## config.mk

```make
export PLATFORM = sky130hd
export DESIGN_NAME = adder_rr_arbiter
export DESIGN_NICKNAME = d
export VERILOG_FILES = /design/src/rtl/adder_rr_arbiter.sv
export SDC_FILE = /design/constraint.sdc
export NUM_CORES = 1
export LEC_CHECK = 0
export BUFFER_PORTS_ARGS = -buffer_cell sky130_fd_sc_hd__buf_2
export CAP_MARGIN = 25
export CELL_PAD_IN_SITES_DETAIL_PLACEMENT = 0
export CELL_PAD_IN_SITES_GLOBAL_PLACEMENT = 1
export CORE_AREA = 2 2 142 144
export DETAILED_ROUTE_END_ITERATION = 8
export DIE_AREA = 0 0 144 146
export GPL_TIMING_DRIVEN = 1
export PLACE_DENSITY = 0.81
export SLEW_MARGIN = 5
export SYNTH_ARGS = -nofsm -noshare
export SYNTH_HDL_FRONTEND = slang
export SYNTH_HIERARCHICAL = 1
export SYNTH_SLANG_ARGS = --single-unit
export TNS_END_PERCENT = 5
```

## constraint.sdc

```tcl
create_clock -name clk -period 20.7 [get_ports clk]
set_clock_uncertainty 0.05 [all_clocks]
set_input_delay 1.035 -clock clk [delete_from_list [all_inputs] [get_ports clk]]
set_output_delay 1.035 -clock clk [all_outputs]
set_load 0.005 [all_outputs]
```

## src/rtl/adder_rr_arbiter.sv

```systemverilog
// adder_rr_arbiter: shares one carry_bypass_adder between NREQ valid/ready
// requesters using round-robin arbitration.
//   clk, rst                 clock, asynchronous active-high reset
//   req_valid/ready          per-requester handshake (req_ready is combinational)
//   req_a/req_b/req_cin      packed per-requester operands, slot i at [i*W +: W]
//   resp_valid/ready         single response channel
//   resp_id                  index of the requester owning the response
//   resp_sum/cout/overflow   registered add result
//   busy                     high whenever the FSM is not IDLE
// carry_bypass_adder: combinational W-bit adder built from N-bit ripple
// blocks whose carry skips the block when every bit propagates.

module carry_bypass_adder #(
  parameter int unsigned W = 32,
  parameter int unsigned N = 4
) (
  input  logic [W-1:0] a,
  input  logic [W-1:0] b,
  input  logic         cin,
  output logic [W-1:0] sum_c,
  output logic         cout_c
);

  localparam int unsigned NB = (W + N - 1) / N;

  for (genvar g = 0; g < int'(NB); g++) begin : g_blk
    localparam int unsigned LO = 32'(g) * N;
    localparam int unsigned BW = (LO + N > W) ? (W - LO) : N;

    logic          blk_cin;
    logic          blk_cout;
    logic          ripple_c;
    logic [BW-1:0] p;
    logic [BW-1:0] bs;

    if (g == 0) begin : g_first
      assign blk_cin = cin;
    end else begin : g_chain
      assign blk_cin = g_blk[g-1].blk_cout;
    end

    // Ripple through the block.
    always_comb begin
      p        = '0;
      bs       = '0;
      ripple_c = blk_cin;
      for (int j = 0; j < int'(BW); j++) begin
        p[j]     = a[LO+32'(j)] ^ b[LO+32'(j)];
        bs[j]    = p[j] ^ ripple_c;
        ripple_c = (a[LO+32'(j)] & b[LO+32'(j)]) | (p[j] & ripple_c);
      end
    end

    // All-propagate block forwards its carry-in directly.
    assign blk_cout       = (&p) ? blk_cin : ripple_c;
    assign sum_c[LO +: BW] = bs;
  end

  assign cout_c = g_blk[NB-1].blk_cout;

endmodule

module adder_rr_arbiter #(
  parameter int unsigned W    = 32,
  parameter int unsigned N    = 4,
  parameter int unsigned NREQ = 4,
  parameter int unsigned IDW  = 2
) (
  input  logic              clk,
  input  logic              rst,
  input  logic [NREQ-1:0]   req_valid,
  output logic [NREQ-1:0]   req_ready,
  input  logic [NREQ*W-1:0] req_a,
  input  logic [NREQ*W-1:0] req_b,
  input  logic [NREQ-1:0]   req_cin,
  output logic              resp_valid,
  input  logic              resp_ready,
  output logic [IDW-1:0]    resp_id,
  output logic [W-1:0]      resp_sum,
  output logic              resp_cout,
  output logic              resp_overflow,
  output logic              busy
);

  typedef enum logic [1:0] {IDLE, EXEC, RESP} state_t;

  state_t         state_q, state_d;
  logic [IDW-1:0] rr_ptr_q;
  logic [W-1:0]   op_a_q, op_b_q;
  logic           op_cin_q;
  logic [IDW-1:0] op_id_q;

  logic           grant_any;
  logic [IDW-1:0] grant_idx;
  logic           accept;
  logic [W-1:0]   sum_c;
  logic           cout_c;
  logic           ovf_c;

  // (base + off) mod NREQ, for base < NREQ and off <= NREQ.
  function automatic logic [IDW-1:0] wrap_idx(input int unsigned base, input int unsigned off);
    int unsigned s;
    s = base + off;
    if (s >= NREQ) s = s - NREQ;
    return IDW'(s);
  endfunction

  // Cyclic search from rr_ptr; walking downward leaves the nearest hit.
  always_comb begin
    grant_any = 1'b0;
    grant_idx = '0;
    for (int k = int'(NREQ) - 1; k >= 0; k--) begin
      if (req_valid[wrap_idx(32'(rr_ptr_q), 32'(k))]) begin
        grant_any = 1'b1;
        grant_idx = wrap_idx(32'(rr_ptr_q), 32'(k));
      end
    end
  end

  // Next-state and grant strobe.
  always_comb begin
    state_d   = state_q;
    req_ready = '0;
    accept    = 1'b0;
    unique case (state_q)
      IDLE: begin
        if (grant_any && !rst) begin
          req_ready[grant_idx] = 1'b1;
          accept               = 1'b1;
          state_d              = EXEC;
        end
      end
      EXEC:    state_d = RESP;
      RESP:    if (resp_ready) state_d = IDLE;
      default: state_d = IDLE;
    endcase
  end

  carry_bypass_adder #(.W(W), .N(N)) u_adder (
    .a      (op_a_q),
    .b      (op_b_q),
    .cin    (op_cin_q),
    .sum_c  (sum_c),
    .cout_c (cout_c)
  );

  assign ovf_c = (op_a_q[W-1] & op_b_q[W-1] & ~sum_c[W-1]) |
                 (~op_a_q[W-1] & ~op_b_q[W-1] & sum_c[W-1]);

  // State, operand capture and response registers.
  always_ff @(posedge clk or posedge rst) begin
    if (rst) begin
      state_q       <= IDLE;
      rr_ptr_q      <= '0;
      op_a_q        <= '0;
      op_b_q        <= '0;
      op_cin_q      <= 1'b0;
      op_id_q       <= '0;
      resp_valid    <= 1'b0;
      resp_id       <= '0;
      resp_sum      <= '0;
      resp_cout     <= 1'b0;
      resp_overflow <= 1'b0;
      busy          <= 1'b0;
    end else begin
      state_q    <= state_d;
      busy       <= (state_d != IDLE);
      resp_valid <= (state_d == RESP);
      if (accept) begin
        op_a_q   <= req_a[32'(grant_idx)*W +: W];
        op_b_q   <= req_b[32'(grant_idx)*W +: W];
        op_cin_q <= req_cin[grant_idx];
        op_id_q  <= grant_idx;
        rr_ptr_q <= wrap_idx(32'(grant_idx), 32'd1);
      end
      if (state_q == EXEC) begin
        resp_id       <= op_id_q;
        resp_sum      <= sum_c;
        resp_cout     <= cout_c;
        resp_overflow <= ovf_c;
      end
    end
  end

endmodule

```

### Word-level counts from Yosys, hierarchy flattened

Index checks and enable logic that the tools add are counted.

* bits in registers: 109
* latch bits: 0
* memory bits (writable): 0
* bits in read-only memories: 0
* bits of input ports: 267
* output and inout port bits: 42
* word-level logic and storage cells: 257
* memories: 0

* add/sub/neg operators: 9
* multiply operators: 0
* div/mod/pow operators: 0
* $lt $le $gt $ge: 11
* equality and inequality tests: 3
* shift-type cells: 2
* mux-type cells: 40
* bitwise logic cells: 167
* reduce and logical (&&, ||, !) cells: 13

Operators with widths (number)
* $shiftx 128x8->32: 2
* $and 1x1->1: 67
* $xor 1x1->1: 64
* $or 1x1->1: 33
* $reduce_and 4->1: 8
* $mux 2: 11
* $mux 1: 20
* $lt 2x3->1 const B: 5
* $ge 3x3->1 const B: 4
* $bmux 1 s2: 5
* $sub 2x1->2 const B: 5
* $mux 4: 2
* $add 2x1->3 const B: 2
* $add 2x2->3 const B: 2
* $pmux 2 s3: 1
* $eq 2x2->1 const B: 2
* $ge 2x3->1 const B: 1
* $not 1->1: 3
* $demux 1 s2: 1
* $eq 2x1->1 const B: 1
* $ge 2x1->1 const B: 1
* $logic_and 1x1->1: 2
* $logic_not 2->1: 1
* $reduce_bool 2->1: 1
* $logic_not 1->1: 1

### Longest topological paths before layout

* word-level depth: 74
* mapped depth: 53
* gate-level depth less buffers: 53

### Cells and area by module

The synthesis kept the hierarchy.

Modules (own cells, without submodules)
* adder_rr_arbiter: instances 1, cells an instance 494, area an instance 5856.9 µm²
* carry_bypass_adder: instances 1, cells an instance 104, area an instance 1262.5 µm²

### Worst setup path after synthesis

No wires, ideal clock.

* path kind: register to register
* from: register op_a_q[0]
* to: register resp_overflow
* data arrival time: 14.208 ns
* path slack: 6.303 ns
* cell stages (with the launch flop): 54
* period minus slack after synthesis: 14.397 ns
* cells stage by stage: dfrtp_1 > inv_1 > fa_1 > inv_1 > fa_1 > fa_1 > fa_1 > mux2i_1 > inv_1 > fa_1 > fa_1 > fa_1 > fa_1 > nor2_1 > a21oi_1 > fa_1 > fa_1 > fa_1 > [18 not listed] > o21ai_0 > inv_1 > nand2_1 > fa_1 > fa_1 > fa_1 > fa_1 > nor2b_1 > a21oi_1 > fa_1 > fa_1 > fa_1 > inv_1 > fa_1 > inv_1 > nor2_1 > a21oi_1 > o21ai_0

* cells in the longest elaborated chain, start to end: 74
* elaborated cells between the ends (all ways): 77
* classes of those cells: 7 x mux; 69 x bitwise; 1 x reduce/logical

Ends and longest elaborated chain
* start, declared: RTL line 89 `logic [W-1:0] op_a_q, op_b_q;`
* start signal, assigned: RTL line 170 `op_a_q <= req_a[32'(grant_idx)*W +: W];`
* $xor 1x1->1: RTL line 48 `p[j] = a[LO+32'(j)] ^ b[LO+32'(j)];`
* $and 1x1->1: RTL line 50 `ripple_c = (a[LO+32'(j)] & b[LO+32'(j)]) | (p[j] & ripple_c);`
* $or 1x1->1: RTL line 50
* $and 1x1->1: RTL line 50
* $or 1x1->1: RTL line 50
* $and 1x1->1: RTL line 50
* $or 1x1->1: RTL line 50
* $and 1x1->1: RTL line 50
* [59 not listed]
* $or 1x1->1 *: RTL line 50
* $and 1x1->1 *: RTL line 50
* $or 1x1->1 *: RTL line 50
* $xor 1x1->1 *: RTL line 49 `bs[j] = p[j] ^ ripple_c;`
* via sum_c[31]: RTL line 96 `logic [W-1:0] sum_c;`
* $not 1->1: RTL line 147 `assign ovf_c = (op_a_q[W-1] & op_b_q[W-1] & ~sum_c[W-1]) |`
* $and 1x1->1: RTL line 147
* $or 1x1->1 *: RTL line 147
* end signal, assigned: RTL line 180 `resp_overflow <= ovf_c;`
* end, declared: RTL line 81 `output logic resp_overflow,`

The timed path passes the listed nets; every way through them passes the cells marked *.
A chain may end at the register's enable or synchronous reset.

### Worst setup path after layout

* from: register op_b_q[0]
* to: register resp_overflow

* cells in the longest elaborated chain, start to end: 74
* elaborated cells between the ends (all ways): 77
* classes of those cells: 7 x mux; 69 x bitwise; 1 x reduce/logical

Ends and longest elaborated chain
* start, declared: RTL line 89
* start signal, assigned: RTL line 171 `op_b_q <= req_b[32'(grant_idx)*W +: W];`
* $xor 1x1->1: RTL line 48
* $and 1x1->1: RTL line 50
* $or 1x1->1: RTL line 50
* $and 1x1->1: RTL line 50
* $or 1x1->1: RTL line 50
* $and 1x1->1: RTL line 50
* $or 1x1->1: RTL line 50
* $and 1x1->1: RTL line 50
* [59 not listed]
* $or 1x1->1 *: RTL line 50
* $and 1x1->1 *: RTL line 50
* $or 1x1->1 *: RTL line 50
* $xor 1x1->1 *: RTL line 49
* via sum_c[31]: RTL line 96
* $not 1->1: RTL line 147
* $and 1x1->1: RTL line 147
* $or 1x1->1 *: RTL line 147

Marked as above.

==> reports/results.txt <==
Worst Hold Slack = 0.429 ns
FMAX = 64.4 MHz
DR vias = 5,637
IO buf count = 308
Startpoint Class = flip-flop
Final Hold Viols = 0
Clock transition at the registers of the reported paths = 0.07 ns
Required @ worst endpoint = 20.86 ns
Vias in the first global route = 5,906
Ports = 309
First-pass GRT wire length = 29.7 mm
Post-synthesis sequential area ratio = 38.3%
EDFF count, synth = 0
Maximum vdd drop = 0.0440 mV
Core area = 19,300 um^2
Diodes inserted = 0
Worst-Margin Slew = 0.840 ns
Most common cell in the netlist = mux2i_1
Sink Count = 109
Root Buffer = clkbuf_16
Clock Path Buffers = 2
Initial antenna violation count = 0
Utilization after layout = 47.3%
Drt first-iter violations = 115
Slew margin rel. = 44.0%
Slowest CP cell = fa_1
Grt ovf = 0
Synth Instances = 598
Top FF cell, synth = dfrtp_1
Final min period = 15.52 ns
# H-tree levels = 3
Avg Cell Area, Syn = 11.9 um^2
Crit end category = flip-flop
Synth-to-Final Area Change = 28.4%
Ys async rst share = 100%
Warnings, synthesis = 6
Residual DRC = 0
Static Leak = 4.71 nW
RSZ-0062 raised after global routing = false
Largest stage delay, worst path = 0.42 ns
WS Path Type = flip-flop to flip-flop
Hold Buf Count CTS = 0
Worst-Skew Late Latency = 0.35 ns
Synthesized area = 7120 um^2
# setup viols final = 0
Setup TNS Final = 0 ns
Starting Density = 36.8%
DIE HEIGHT = 146 um
Dpl cells = 1,135
Die X-Extent = 144 um
Layout Cells excl Fill = 1,153
Layout Nets = 1,218
Worst hold path class = flip-flop to flip-flop
Power Dens Cells = 131 nW/um^2
CTS tree = built
Total die area = 21,000 um^2
Final Cycle Share = 75.0%
Most Frequent Cell on Critical Path = fa_1
Final Slew Violations = 0
Dpl hpwl = 14.3 mm
Max FO, Critical Path = 3
Status = complete, no violations
PostCTS Resize Cnt = 0
Post-synth top area share = 38.3%
Pwr Total = 1.20 mW
Synth top area cells = dfrtp_1 38%, mux2i_1 18%, fa_1 9.0%
Area leader, netlist = dfrtp_1
Share of cells above drive strength 1 = 43.6%
Total wire length = 18.8 mm
Pin count of the biggest net entering global routing = 73
Critical Path AT = 15.69 ns
Gr usage total = 18.0%
Yosys reg bits = 109
Most instantiated cells after synthesis = 131 x mux2i_1, 109 x dfrtp_1, 81 x nand2_1, 55 x o221ai_1, 37 x mux2_2
Num CTS Buffers = 9
Routability congestion estimate = 0.750
Vias per cell = 4.89
Synth unique cells = 36
Routed Antenna Nets = 0
First-pass DRT Iterations = 6
Post-CTS setup buffers = 0
Mapped Nets = 933
Per-cell routed wire length = 16.3 um
Max cap viols = 0
Row count = 51
-- layout make-up --
type | instances | area, um^2
well taps | 265 | 332
repair buffers | 315 | 1630
flip-flops and latches | 109 | 2730
clock inverters | 6 | 61.3
clock buffers | 10 | 239
multi-input cells | 430 | 4070
inverters | 18 | 82.6
fillers | 1804 | 10200
-- stage by stage --
step                      setup WS (ns)  cell area, um^2
after floorplan                    6.30             7120
after global placement             5.43             8790
after detailed placement           5.21             8790
after CTS                          5.09             9090
after global routing               4.45             9140
final                              5.18             9140
-- final timing paths --
path                                         from  slack [ns]  cells after the start                         to
max in group asynchronous                     rst       18.65                      3     op_b_q[20]$_DFFE_PP0P_
setup / recovery            op_b_q[0]$_DFFE_PP0P_        5.18                     53  resp_overflow$_DFFE_PP0N_
min in group asynchronous                     rst        0.70                      2     resp_id[1]$_DFFE_PP0N_
setup reg to reg            op_b_q[0]$_DFFE_PP0P_        5.18                     53  resp_overflow$_DFFE_PP0N_
hold / removal             op_id_q[1]$_DFFE_PP0P_        0.43                      2     op_id_q[1]$_DFFE_PP0P_
hold reg to reg            op_id_q[1]$_DFFE_PP0P_        0.43                      2     op_id_q[1]$_DFFE_PP0P_
-- state kept, by name (all words and copies together), names as in the netlist --
register / cells
resp_sum: 32
op_cin_q: 1
resp_id: 2
resp_cout: 1
busy: 1
op_a_q: 32
op_b_q: 32
resp_valid: 1
resp_overflow: 1
op_id_q: 2
rr_ptr_q: 2
state_q: 2
-- power by group --
part	internal [mW]	switching, mW	leakage, nW
clock network	0.0970	0.0796	0.149
registers	0.320	0.0927	1.33
logic	0.302	0.308	3.23
-- layer usage --
metal / vias to the layer above / share of wire, % / GRT usage [%]
li1: 2755 / - / -
met1: 2677 / 42 / 22.0
met2: 187 / 50 / 31.6
met3: 18 / 6.4 / 3.52
met4: 0 / 2.1 / 5.98
met5: - / 0 / 0
-- layout by cell type, fill, tap and decap left out, types with 2 or more instances in the layout --
cell type / synthesis / final
a21oi_1: 7 / 7
and2_1: 4 / 4
and4_1: 2 / 2
buf_16: 0 / 2
buf_2: 11 / 308
buf_4: 8 / 5
clkbuf_16: 0 / 9
clkinv_2: 0 / 3
dfrtp_1: 109 / 109
fa_1: 32 / 32
ha_1: 36 / 36
inv_1: 16 / 15
mux2_2: 37 / 37
mux2i_1: 131 / 131
nand2_1: 81 / 81
nand2b_1: 4 / 3
nand4_1: 6 / 6
nor2_1: 7 / 7
o21ai_0: 3 / 3
o221ai_1: 55 / 55
o221ai_2: 11 / 11
-- critical path: cells and delay by family, from the launching register on --
kind | cells | cell delay [ns]
AO/OA/AOI/OAI | 6 | 0.77
flip-flops | 1 | 0.41
multiplexers | 2 | 0.64
AND/OR/NAND/NOR | 7 | 0.70
adder cells (fa/ha/maj) | 32 | 12.25
buffers and inverters | 6 | 0.52
-- kinds of logic after synthesis --
| logic type | synth area share (%) |
|---|---|
| adder cells (fa/ha/maj) | 15.3 |
| multiplexers | 24.3 |
| flip-flops | 38.3 |
| AO/OA/AOI/OAI | 10.6 |
| AND/OR/NAND/NOR | 6.78 |
| buffers and inverters | 4.75 |
No activity file was read; power rests on OpenSTA's default activity.
